**config.mk**
```make
export PLATFORM = sky130hd
export DESIGN_NAME = my_mem_arbiter_flat
export DESIGN_NICKNAME = d
export VERILOG_FILES = /design/src/rtl/my_mem_arbiter_if.sv /design/src/rtl/my_mem_arbiter.sv /design/src/flat_wrapper.sv
export SDC_FILE = /design/constraint.sdc
export NUM_CORES = 1
export LEC_CHECK = 0
export CAP_MARGIN = 20
export CORE_UTILIZATION = 36
export DETAILED_ROUTE_END_ITERATION = 10
export MAX_ROUTING_LAYER = met4
export PLACE_DENSITY_LB_ADDON = 0.25
export SYNTH_ARGS = -nofsm -noshare
export SYNTH_HDL_FRONTEND = slang
export SYNTH_SLANG_ARGS = --single-unit
```
**constraint.sdc**
```tcl
create_clock -name clk -period 1.6 [get_ports clk]
set_clock_uncertainty 0.15 [all_clocks]
set_input_delay 0.32 -clock clk [delete_from_list [all_inputs] [get_ports clk]]
set_output_delay 0.32 -clock clk [all_outputs]
set_load 0.05 [all_outputs]
```
**src/rtl/my_mem_arbiter_if.sv**
```systemverilog
// my_mem_arbiter_if
//   Bundles the requester handshake signals and the memory control bus used by
//   my_mem_arbiter. Signal names match the arbiter's original port names.
//   Parameters: ADDR_W (address width), DATA_W (data width; the memory read bus
//   is DATA_W+1 bits with parity in the top bit).
//   Modports:
//     master - the arbiter: takes requests and read data, drives acks/status/memory pins
//     slave  - the environment: requesters plus the memory
interface my_mem_arbiter_if #(
  parameter int ADDR_W = 16,
  parameter int DATA_W = 8
);
  logic              req0;
  logic              req1;
  logic              we0;
  logic              we1;
  logic [ADDR_W-1:0] addr0;
  logic [ADDR_W-1:0] addr1;
  logic [DATA_W-1:0] wdata0;
  logic [DATA_W-1:0] wdata1;
  logic              ack0;
  logic              ack1;
  logic [DATA_W-1:0] rdata;
  logic              perr;
  logic [7:0]        err_count;
  logic              busy;
  logic              mem_write;
  logic              mem_read;
  logic [ADDR_W-1:0] mem_address;
  logic [DATA_W-1:0] mem_data_in;
  logic [DATA_W:0]   mem_data_out;

  modport master (
    input  req0, req1, we0, we1, addr0, addr1, wdata0, wdata1, mem_data_out,
    output ack0, ack1, rdata, perr, err_count, busy,
           mem_write, mem_read, mem_address, mem_data_in
  );

  modport slave (
    output req0, req1, we0, we1, addr0, addr1, wdata0, wdata1, mem_data_out,
    input  ack0, ack1, rdata, perr, err_count, busy,
           mem_write, mem_read, mem_address, mem_data_in
  );
endinterface

```
**src/rtl/my_mem_arbiter.sv**
```systemverilog
// my_mem_arbiter
//   Two-port round-robin arbiter and sequencer in front of a single my_mem.
//   Each requester issues one single-word read or write; the arbiter turns it
//   into a one-cycle mem_write/mem_read pulse, waits RD_LAT cycles for read
//   data, and returns the result with a one-cycle ack to the granted port.
//   Ports:
//     clk, rst_n  - clock (rising edge), asynchronous active-low reset
//     bus         - my_mem_arbiter_if.master: req/we/addr/wdata per port in,
//                   ack per port, rdata/perr/err_count/busy out, memory pins
//   Parameters: ADDR_W, DATA_W, RD_LAT (1..4 cycles mem_read -> valid data).
//   Build option: define MY_MEM_PARITY_CHECK_EN to enable even-parity checking
//   of read data (perr, saturating err_count); otherwise both are tied to 0.
module my_mem_arbiter #(
  parameter int ADDR_W = 16,
  parameter int DATA_W = 8,
  parameter int RD_LAT = 1
) (
  input  logic              clk,
  input  logic              rst_n,
  my_mem_arbiter_if.master  bus
);

  localparam int CNT_W = 3;

  typedef enum logic [1:0] {IDLE, ACCESS, WAIT, DONE} state_t;

  state_t            state_q, state_d;
  logic              last_grant;
  logic              gnt_q;
  logic              we_q;
  logic [ADDR_W-1:0] addr_q;
  logic [DATA_W-1:0] wdata_q;
  logic [DATA_W-1:0] rdata_q;
  logic [CNT_W-1:0]  cnt_q;

  logic              grant_vld;
  logic              grant_port;
  logic              cnt_load;
  logic              capture;

  // Next state and per-cycle strobes
  always_comb begin
    state_d    = state_q;
    grant_vld  = 1'b0;
    grant_port = 1'b0;
    cnt_load   = 1'b0;
    capture    = 1'b0;
    case (state_q)
      IDLE: begin
        if (bus.req0 && bus.req1) begin
          // Tie goes to the port that did not win last time.
          grant_vld  = 1'b1;
          grant_port = ~last_grant;
        end else if (bus.req0) begin
          grant_vld  = 1'b1;
          grant_port = 1'b0;
        end else if (bus.req1) begin
          grant_vld  = 1'b1;
          grant_port = 1'b1;
        end
        if (grant_vld) state_d = ACCESS;
      end
      ACCESS: begin
        if (we_q) begin
          state_d = DONE;
        end else begin
          state_d  = WAIT;
          cnt_load = 1'b1;
        end
      end
      WAIT: begin
        if (cnt_q == CNT_W'(1)) begin
          capture = 1'b1;
          state_d = DONE;
        end
      end
      DONE:    state_d = IDLE;
      default: state_d = IDLE;
    endcase
  end

  always_ff @(posedge clk or negedge rst_n) begin
    if (!rst_n) begin
      state_q    <= IDLE;
      last_grant <= 1'b1;
      gnt_q      <= 1'b0;
      we_q       <= 1'b0;
      addr_q     <= '0;
      wdata_q    <= '0;
      rdata_q    <= '0;
      cnt_q      <= '0;
    end else begin
      state_q <= state_d;
      if (grant_vld) begin
        gnt_q      <= grant_port;
        last_grant <= grant_port;
        we_q       <= grant_port ? bus.we1    : bus.we0;
        addr_q     <= grant_port ? bus.addr1  : bus.addr0;
        wdata_q    <= grant_port ? bus.wdata1 : bus.wdata0;
        // Cleared here so a write acks with rdata = 0.
        rdata_q    <= '0;
      end
      if (cnt_load) begin
        cnt_q <= CNT_W'(RD_LAT);
      end else if (state_q == WAIT) begin
        cnt_q <= cnt_q - CNT_W'(1);
      end
      if (capture) rdata_q <= bus.mem_data_out[DATA_W-1:0];
    end
  end

`ifdef MY_MEM_PARITY_CHECK_EN
  logic       perr_q;
  logic [7:0] err_cnt_q;
  logic       par_bad;

  // Even parity over data plus parity bit: any odd XOR is an error.
  assign par_bad = ^bus.mem_data_out;

  always_ff @(posedge clk or negedge rst_n) begin
    if (!rst_n) begin
      perr_q    <= 1'b0;
      err_cnt_q <= '0;
    end else if (grant_vld) begin
      perr_q <= 1'b0;
    end else if (capture) begin
      perr_q <= par_bad;
      // Counted at capture so err_count already reflects this read during its ack.
      if (par_bad && (err_cnt_q != '1)) err_cnt_q <= err_cnt_q + 8'd1;
    end
  end

  assign bus.perr      = perr_q;
  assign bus.err_count = err_cnt_q;
`else
  assign bus.perr      = 1'b0;
  assign bus.err_count = '0;
`endif

  // Control pins decode straight from state so an async reset drops them at once.
  assign bus.ack0        = (state_q == DONE) && !gnt_q;
  assign bus.ack1        = (state_q == DONE) &&  gnt_q;
  assign bus.busy        = (state_q != IDLE);
  assign bus.mem_write   = (state_q == ACCESS) &&  we_q;
  assign bus.mem_read    = (state_q == ACCESS) && !we_q;
  assign bus.mem_address = addr_q;
  assign bus.mem_data_in = wdata_q;
  assign bus.rdata       = rdata_q;

endmodule

```
**src/flat_wrapper.sv**
```systemverilog
// flat-port wrapper written by rule: the top's interface ports become plain ports
module my_mem_arbiter_flat 
#(
  parameter int ADDR_W = 16,
  parameter int DATA_W = 8,
  parameter int RD_LAT = 1
)
  (clk, rst_n, bus_req0, bus_req1, bus_we0, bus_we1, bus_addr0, bus_addr1, bus_wdata0, bus_wdata1, bus_mem_data_out, bus_ack0, bus_ack1, bus_rdata, bus_perr, bus_err_count, bus_busy, bus_mem_write, bus_mem_read, bus_mem_address, bus_mem_data_in);
  my_mem_arbiter_if #(.ADDR_W(ADDR_W), .DATA_W(DATA_W)) bus_i ();
  input  logic clk;
  input  logic rst_n;
  input wire logic [$bits(bus_i.req0)-1:0] bus_req0;
  input wire logic [$bits(bus_i.req1)-1:0] bus_req1;
  input wire logic [$bits(bus_i.we0)-1:0] bus_we0;
  input wire logic [$bits(bus_i.we1)-1:0] bus_we1;
  input wire logic [$bits(bus_i.addr0)-1:0] bus_addr0;
  input wire logic [$bits(bus_i.addr1)-1:0] bus_addr1;
  input wire logic [$bits(bus_i.wdata0)-1:0] bus_wdata0;
  input wire logic [$bits(bus_i.wdata1)-1:0] bus_wdata1;
  input wire logic [$bits(bus_i.mem_data_out)-1:0] bus_mem_data_out;
  output wire logic [$bits(bus_i.ack0)-1:0] bus_ack0;
  output wire logic [$bits(bus_i.ack1)-1:0] bus_ack1;
  output wire logic [$bits(bus_i.rdata)-1:0] bus_rdata;
  output wire logic [$bits(bus_i.perr)-1:0] bus_perr;
  output wire logic [$bits(bus_i.err_count)-1:0] bus_err_count;
  output wire logic [$bits(bus_i.busy)-1:0] bus_busy;
  output wire logic [$bits(bus_i.mem_write)-1:0] bus_mem_write;
  output wire logic [$bits(bus_i.mem_read)-1:0] bus_mem_read;
  output wire logic [$bits(bus_i.mem_address)-1:0] bus_mem_address;
  output wire logic [$bits(bus_i.mem_data_in)-1:0] bus_mem_data_in;
  assign bus_i.req0 = bus_req0;
  assign bus_i.req1 = bus_req1;
  assign bus_i.we0 = bus_we0;
  assign bus_i.we1 = bus_we1;
  assign bus_i.addr0 = bus_addr0;
  assign bus_i.addr1 = bus_addr1;
  assign bus_i.wdata0 = bus_wdata0;
  assign bus_i.wdata1 = bus_wdata1;
  assign bus_i.mem_data_out = bus_mem_data_out;
  assign bus_ack0 = bus_i.ack0;
  assign bus_ack1 = bus_i.ack1;
  assign bus_rdata = bus_i.rdata;
  assign bus_perr = bus_i.perr;
  assign bus_err_count = bus_i.err_count;
  assign bus_busy = bus_i.busy;
  assign bus_mem_write = bus_i.mem_write;
  assign bus_mem_read = bus_i.mem_read;
  assign bus_mem_address = bus_i.mem_address;
  assign bus_mem_data_in = bus_i.mem_data_in;
  my_mem_arbiter #(.ADDR_W(ADDR_W), .DATA_W(DATA_W), .RD_LAT(RD_LAT)) u_core (.clk(clk), .rst_n(rst_n), .bus(bus_i));
endmodule
```
==> impl_metrics.tcl, run 1 <==
set metrics [dict create \
    wl_met1_um 2647 \
    period_minus_slack_ps 1846 \
    firstDrtPassIters 4 \
    cap_violations 0 \
    crit_chain "buf_6 -> ha_4 -> and2_4 -> buf_12 -> buf_12" \
    period_share 1.154 \
    rsz0062_at_grt "yes" \
    grt_max_degree 52 \
    hp-class "flip-flop to flip-flop" \
    holdWs_ps 311.4 \
    antenna_found_initial 0 \
    tritoncts "built" \
    diodes 0 \
    synth_cells 218 \
    syn_area_um2 2148 \
    drive_gt1_frac 0.2896 \
    fin_cells 407 \
    path_class "flip-flop to output pin" \
    rrSetupSlack_ps -150 \
    h-tree-depth 2 \
    final_common_cell "clkdlybuf4s50_1" \
    cp-start-kind "flip-flop" \
    reg2reg_depth 7 \
    ys_types 32 \
    wl_met2_um 3180 \
    grt_util_all_layers 0.1947 \
    crit_buf_inv 3 \
    endpoint "bus_mem_write" \
    ys_seq_area_frac 0.4665 \
    nets 404 \
    wire_per_inst_um 15.24 \
    dieArea_um2 6281 \
    final.setup.worst_slack_ps -245.7 \
    routabilityCongestion 0.7413 \
    ir_drop_v 0.001192 \
    path_clk_slew_ps 80 \
    synth.largest_area_cell "dfrtp_1" \
    dp_hpwl_um 4096 \
    clock_path_buffers 2 \
    clkSinkCount 40 \
    p_per_area_nw_per_um2 2165 \
    antenna_left 0 \
    synth_area_leaders "dfrtp_1, or3b_1, a31oi_1, o21ai_0, nor2_1" \
    clockRootBuffer "clkbuf_8" \
    drc 0 \
    boundaryPins 109 \
    syn_to_final_growth_pct 88.47 \
    crit_path_top_delay_cell "dfrtp_1" \
    top_layer_used "met4" \
    drt_iter0_drc 78 \
    portBuffers 98 \
    initial_core_util 0.3808 \
    crit_family "flip-flops" \
    slowest_delay_ps 400 \
    overflow 0 \
    dieHeight_um 79.25 \
    p_leak_uw 0.001724 \
    critical_path_depth 5 \
    die_x_um 79.25 \
    placed_cells 385 \
    required_ps 1130 \
    wl_met3_um 320 \
    arrival_ps 1380 \
    cp-end-kind "output pin" \
    yosysTopAreaCellShare 0.4543 \
    synth-seq-cells 40 \
    crit_top_cell "buf_12" \
    most-common-layout-cells "clkdlybuf4s50_1, buf_12, dfrtp_1, nor2_1, a31oi_1" \
    grt_pass1_wl_um 9156 \
    grt_pass1_vias 1879 \
    hold_viol 0 \
    r2r_end "u_core.bus.mem_address[1]" \
    yosysWarnings 0 \
    slew_violations 0 \
    vias 2047 \
    crit_start "u_core.state_q[0]" \
    core.rowCount 27 \
    crit_fanout 4 \
    violations "negative setup slack" \
    clock.fmax_mhz 541.8 \
    avgSynthCellArea_um2 9.855 \
    worstReg2RegStart "u_core.state_q[0]" \
    routed_wl_um 6204 \
    avgViaCountPerCell 5.029 \
    core_um2 5642 \
    status "complete, but fails checks" \
    numCtsBuffers 5 \
    worstSkewPairLatency_ps 290 \
    setup_violations 40 \
]
stage by stage:
stage	util	cell area, um2	setup TNS [ps]	setup slack, ps	total power [uW]
floorplan	-	2188	-508.8	-21.75	4692
global placement	0.6434	3630	-8912	-288.0	7251
detailed placement	0.6434	3630	-10280	-352.7	7383
CTS	0.6891	3887	-4045	-261.0	8476
global route	0.7177	4049	-7327	-298.1	9240
finish	0.7177	4049	-4282	-245.7	8765
tightest hold or removal path, stage by stage (launching register included):
cell and delay [ps]:
dfstp_2 370, nand2_1 40, o21ai_1 50
per-layer routing:
metal	track usage	vias to the layer above
li1	-	990
met1	0.2462	967
met4	0.04364	0
met2	0.3224	86
met3	0.03793	4
met5	-	-
timing repair:
| item | CTS | global route |
|---|---|---|
| pin swaps | 10 | 28 |
| endpoints found under the hold margin | 39 | 0 |
| endpoints found under the setup margin | 41 | 41 |
| hold buffers | 1 | 0 |
| gates cloned | 2 | 4 |
| gates resized for setup | 21 | 14 |
| setup buffers | 3 | 5 |
sequential cells by signal (all words and copies together), names as in the netlist:
name / cells
u_core.gnt_q: 1
u_core.bus.rdata: 8
u_core.last_grant: 1
u_core.bus.mem_address: 16
u_core.bus.mem_data_in: 8
u_core.we_q: 1
u_core.state_q: 2
u_core.cnt_q: 3
worst min-delay path by stage:
| stage | from | slack (ps) | to | cells past startpoint |
|---|---|---|---|---|
| after floorplan | rst_n | -130 | u_core.bus.mem_address[0] | 0 |
| after detailed placement | rst_n | 170 | u_core.state_q[1] | 2 |
| after global routing | u_core.last_grant | 330 | u_core.last_grant | 2 |
| after global placement | rst_n | 170 | u_core.state_q[1] | 2 |
| after CTS | u_core.last_grant | 330 | u_core.last_grant | 2 |
| final | u_core.last_grant | 310 | u_core.last_grant | 2 |
kinds of logic after synthesis:
family	count (synthesis)	synth area share
other	1	0.001746
AOI/OAI and AO/OA	66	0.1893
buffers and inverters	32	0.09202
and+or+nand+nor	69	0.1963
muxes	1	0.005241
adders and majority gates	7	0.04077
xor gates and xnor gates	2	0.008155
DFF	40	0.4665
synth_stat cells (all sizes together):
| cell | count |
|---|---|
| nand2b | 2 |
| xnor2 | 1 |
| and2 | 3 |
| nor2b | 2 |
| or2 | 1 |
| ha | 7 |
| clkbuf | 7 |
| a211oi | 1 |
| dfrtp | 39 |
| mux2 | 1 |
| dfstp | 1 |
| and3b | 1 |
| a22o | 9 |
| o21ai | 28 |
| nand2 | 4 |
| nor2 | 31 |
| inv | 5 |
| or3b | 25 |
| o21a | 1 |
| conb | 1 |
| xor2 | 1 |
| a22oi | 1 |
| dlygate4sd1 | 2 |
| a31oi | 25 |
| buf | 18 |
| a211o | 1 |
layout make-up:
cell class                 instances  area [um2]
timing repair buffer             127        1750
fill                             395        1593
multi-input combinational        155        1092
sequential                        40        1002
tap                               72       90.09
clock buffer                       6       82.58
inverter                           5       21.27
clock inverter                     2       10.01
power breakdown:
| part | internal [uW] | switching (uW) | leakage [uW] |
|---|---|---|---|
| combinational | 3090 | 2970 | 0.00120 |
| sequential | 1510 | 502 | 0.000468 |
| clock | 344 | 349 | 0.0000510 |
| total | 4940 | 3820 | 0.00172 |
Power figures use the tool's default switching activity.
==> inputs of run 2 (changes only) <==
--- a/config.mk
+++ b/config.mk
@@ -8,7 +8,6 @@
 export CAP_MARGIN = 20
 export CORE_UTILIZATION = 36
 export DETAILED_ROUTE_END_ITERATION = 10
-export MAX_ROUTING_LAYER = met4
 export PLACE_DENSITY_LB_ADDON = 0.25
 export SYNTH_ARGS = -nofsm -noshare
 export SYNTH_HDL_FRONTEND = slang
==> impl_metrics.tcl, run 2 (same netlist as run 1, synthesis figures left out) <==
set metrics [dict create \
    path_clk_slew_ps 80 \
    final.setup.worst_slack_ps -250.6 \
    cp-start-kind "flip-flop" \
    hold_viol 0 \
    holdWs_ps 312.5 \
    firstDrtPassIters 4 \
    drt_iter0_drc 78 \
    die_x_um 79.25 \
    clockRootBuffer "clkbuf_8" \
    routed_wl_um 6246 \
    overflow 0 \
    most-common-layout-cells "clkdlybuf4s50_1, buf_12, dfrtp_1, nor2_1, a31oi_1" \
    core.rowCount 27 \
    cap_violations 0 \
    grt_max_degree 52 \
    grt_pass1_vias 1880 \
    period_share 1.157 \
    dieHeight_um 79.25 \
    grt_util_all_layers 0.1885 \
    clkSinkCount 40 \
    nets 404 \
    largest_reg_flops 16 \
    syn_to_final_growth_pct 88.47 \
    final_common_cell "clkdlybuf4s50_1" \
    slew_violations 0 \
    dieArea_um2 6281 \
    antenna_left 0 \
    wire_per_inst_um 15.35 \
    numCtsBuffers 5 \
    required_ps 1130 \
    p_per_area_nw_per_um2 2167 \
    portBuffers 98 \
    drive_gt1_frac 0.2896 \
    worstSkewPairLatency_ps 290 \
    clock.fmax_mhz 540.4 \
    crit_fanout 4 \
    antenna_found_initial 0 \
    multi_input_area_um2 1092 \
    diodes 0 \
    fillers 395 \
    setup_violations 40 \
    h-tree-depth 2 \
    rsz0062_at_grt "yes" \
    vias 2039 \
    ir_drop_v 0.001193 \
    finalPower_uw 8776 \
    hp-class "flip-flop to flip-flop" \
    core_um2 5642 \
    path_class "flip-flop to output pin" \
    grt_pass1_wl_um 9142 \
    drc 0 \
    cp-end-kind "output pin" \
    avgViaCountPerCell 5.010 \
    violations "negative setup slack" \
    boundaryPins 109 \
    dp_hpwl_um 4096 \
    arrival_ps 1380 \
    initial_core_util 0.3808 \
    routabilityCongestion 0.7323 \
    tritoncts "built" \
    period_minus_slack_ps 1851 \
    clock_path_buffers 2 \
    seqCellArea_um2 1002 \
    p_leak_uw 0.001724 \
    status "complete, but fails checks" \
]
-- run 2: power by group --
group          leakage (uW)  internal, uW  switching, uW
Sequential         0.000468          1500            501
Combinational       0.00120          3090           2980
Clock             0.0000510           345            360
Total               0.00172          4940           3840
-- run 2: what timing repair did --
action                     4_1_cts  5_1_grt
hold buffers                     1        0
setup buffers                    3        5
gates resized for setup         21       14
setup endpoints to repair       41       41
hold endpoints to repair        39        0
gates cloned                     2        4
pin swaps                       10       28
-- run 2: final cells by class --
| type | instances | area share |
|---|---|---|
| Clock inverter | 2 | 0.002472 |
| Tap cell | 72 | 0.02225 |
| Sequential cell | 40 | 0.2475 |
| Timing Repair Buffer | 127 | 0.4323 |
| Multi-Input combinational cell | 155 | 0.2698 |
| Clock buffer | 6 | 0.02040 |
| Inverter | 5 | 0.005253 |
-- run 2: metrics by stage --
stage | setup slack (ps) | utilization | setup TNS [ps] | instances | area (um2)
3_3_place_gp | -288.0 | 0.6434 | -8912 | 385 | 3630
5_1_grt | -296.0 | 0.7177 | -7283 | 407 | 4049
6_report | -250.6 | 0.7177 | -4421 | 407 | 4049
3_5_place_dp | -352.7 | 0.6434 | -10280 | 385 | 3630
4_1_cts | -261.0 | 0.6891 | -4045 | 399 | 3887
2_1_floorplan | -21.75 | - | -508.8 | 226 | 2188
-- run 2: worst paths after layout --
check                                       start                        end  slack (ps)  cells after the start
max in group asynchronous                   rst_n          u_core.last_grant         650                      3
worst min-delay path            u_core.last_grant          u_core.last_grant         310                      2
min in group asynchronous                   rst_n               u_core.gnt_q         380                      3
worst max-delay path            u_core.state_q[0]              bus_mem_write        -250                      5
worst min register to register  u_core.last_grant          u_core.last_grant         310                      2
worst max register to register  u_core.state_q[0]  u_core.bus.mem_address[1]        -150                      7
-- run 2: per-layer routing --
| layer | global-route usage | vias up | share of wire |
|---|---|---|---|
| met3 | 0.04368 | 4 | 0.046 |
| met2 | 0.3241 | 81 | 0.51 |
| met4 | 0.04364 | 0 | 0.0090 |
| met5 | 0 | - | 0 |
| li1 | - | 987 | - |
| met1 | 0.2383 | 967 | 0.43 |
-- run 2: worst max-delay path, stage by stage, from the launching register on --
cell,delay (ps)
dfrtp_1,400
buf_6,140
ha_4,140
and2_4,160
buf_12,120
buf_12,130
==> inputs of run 3 (changes only) <==
--- a/config.mk
+++ b/config.mk
@@ -8,6 +8,7 @@
 export CAP_MARGIN = 20
 export CORE_UTILIZATION = 36
 export DETAILED_ROUTE_END_ITERATION = 10
+export HOLD_SLACK_MARGIN = 0.1
 export PLACE_DENSITY_LB_ADDON = 0.25
 export SYNTH_ARGS = -nofsm -noshare
 export SYNTH_HDL_FRONTEND = slang
==> results of run 3 <==
Final layout, timing and power as in run 2 (identical DEF).
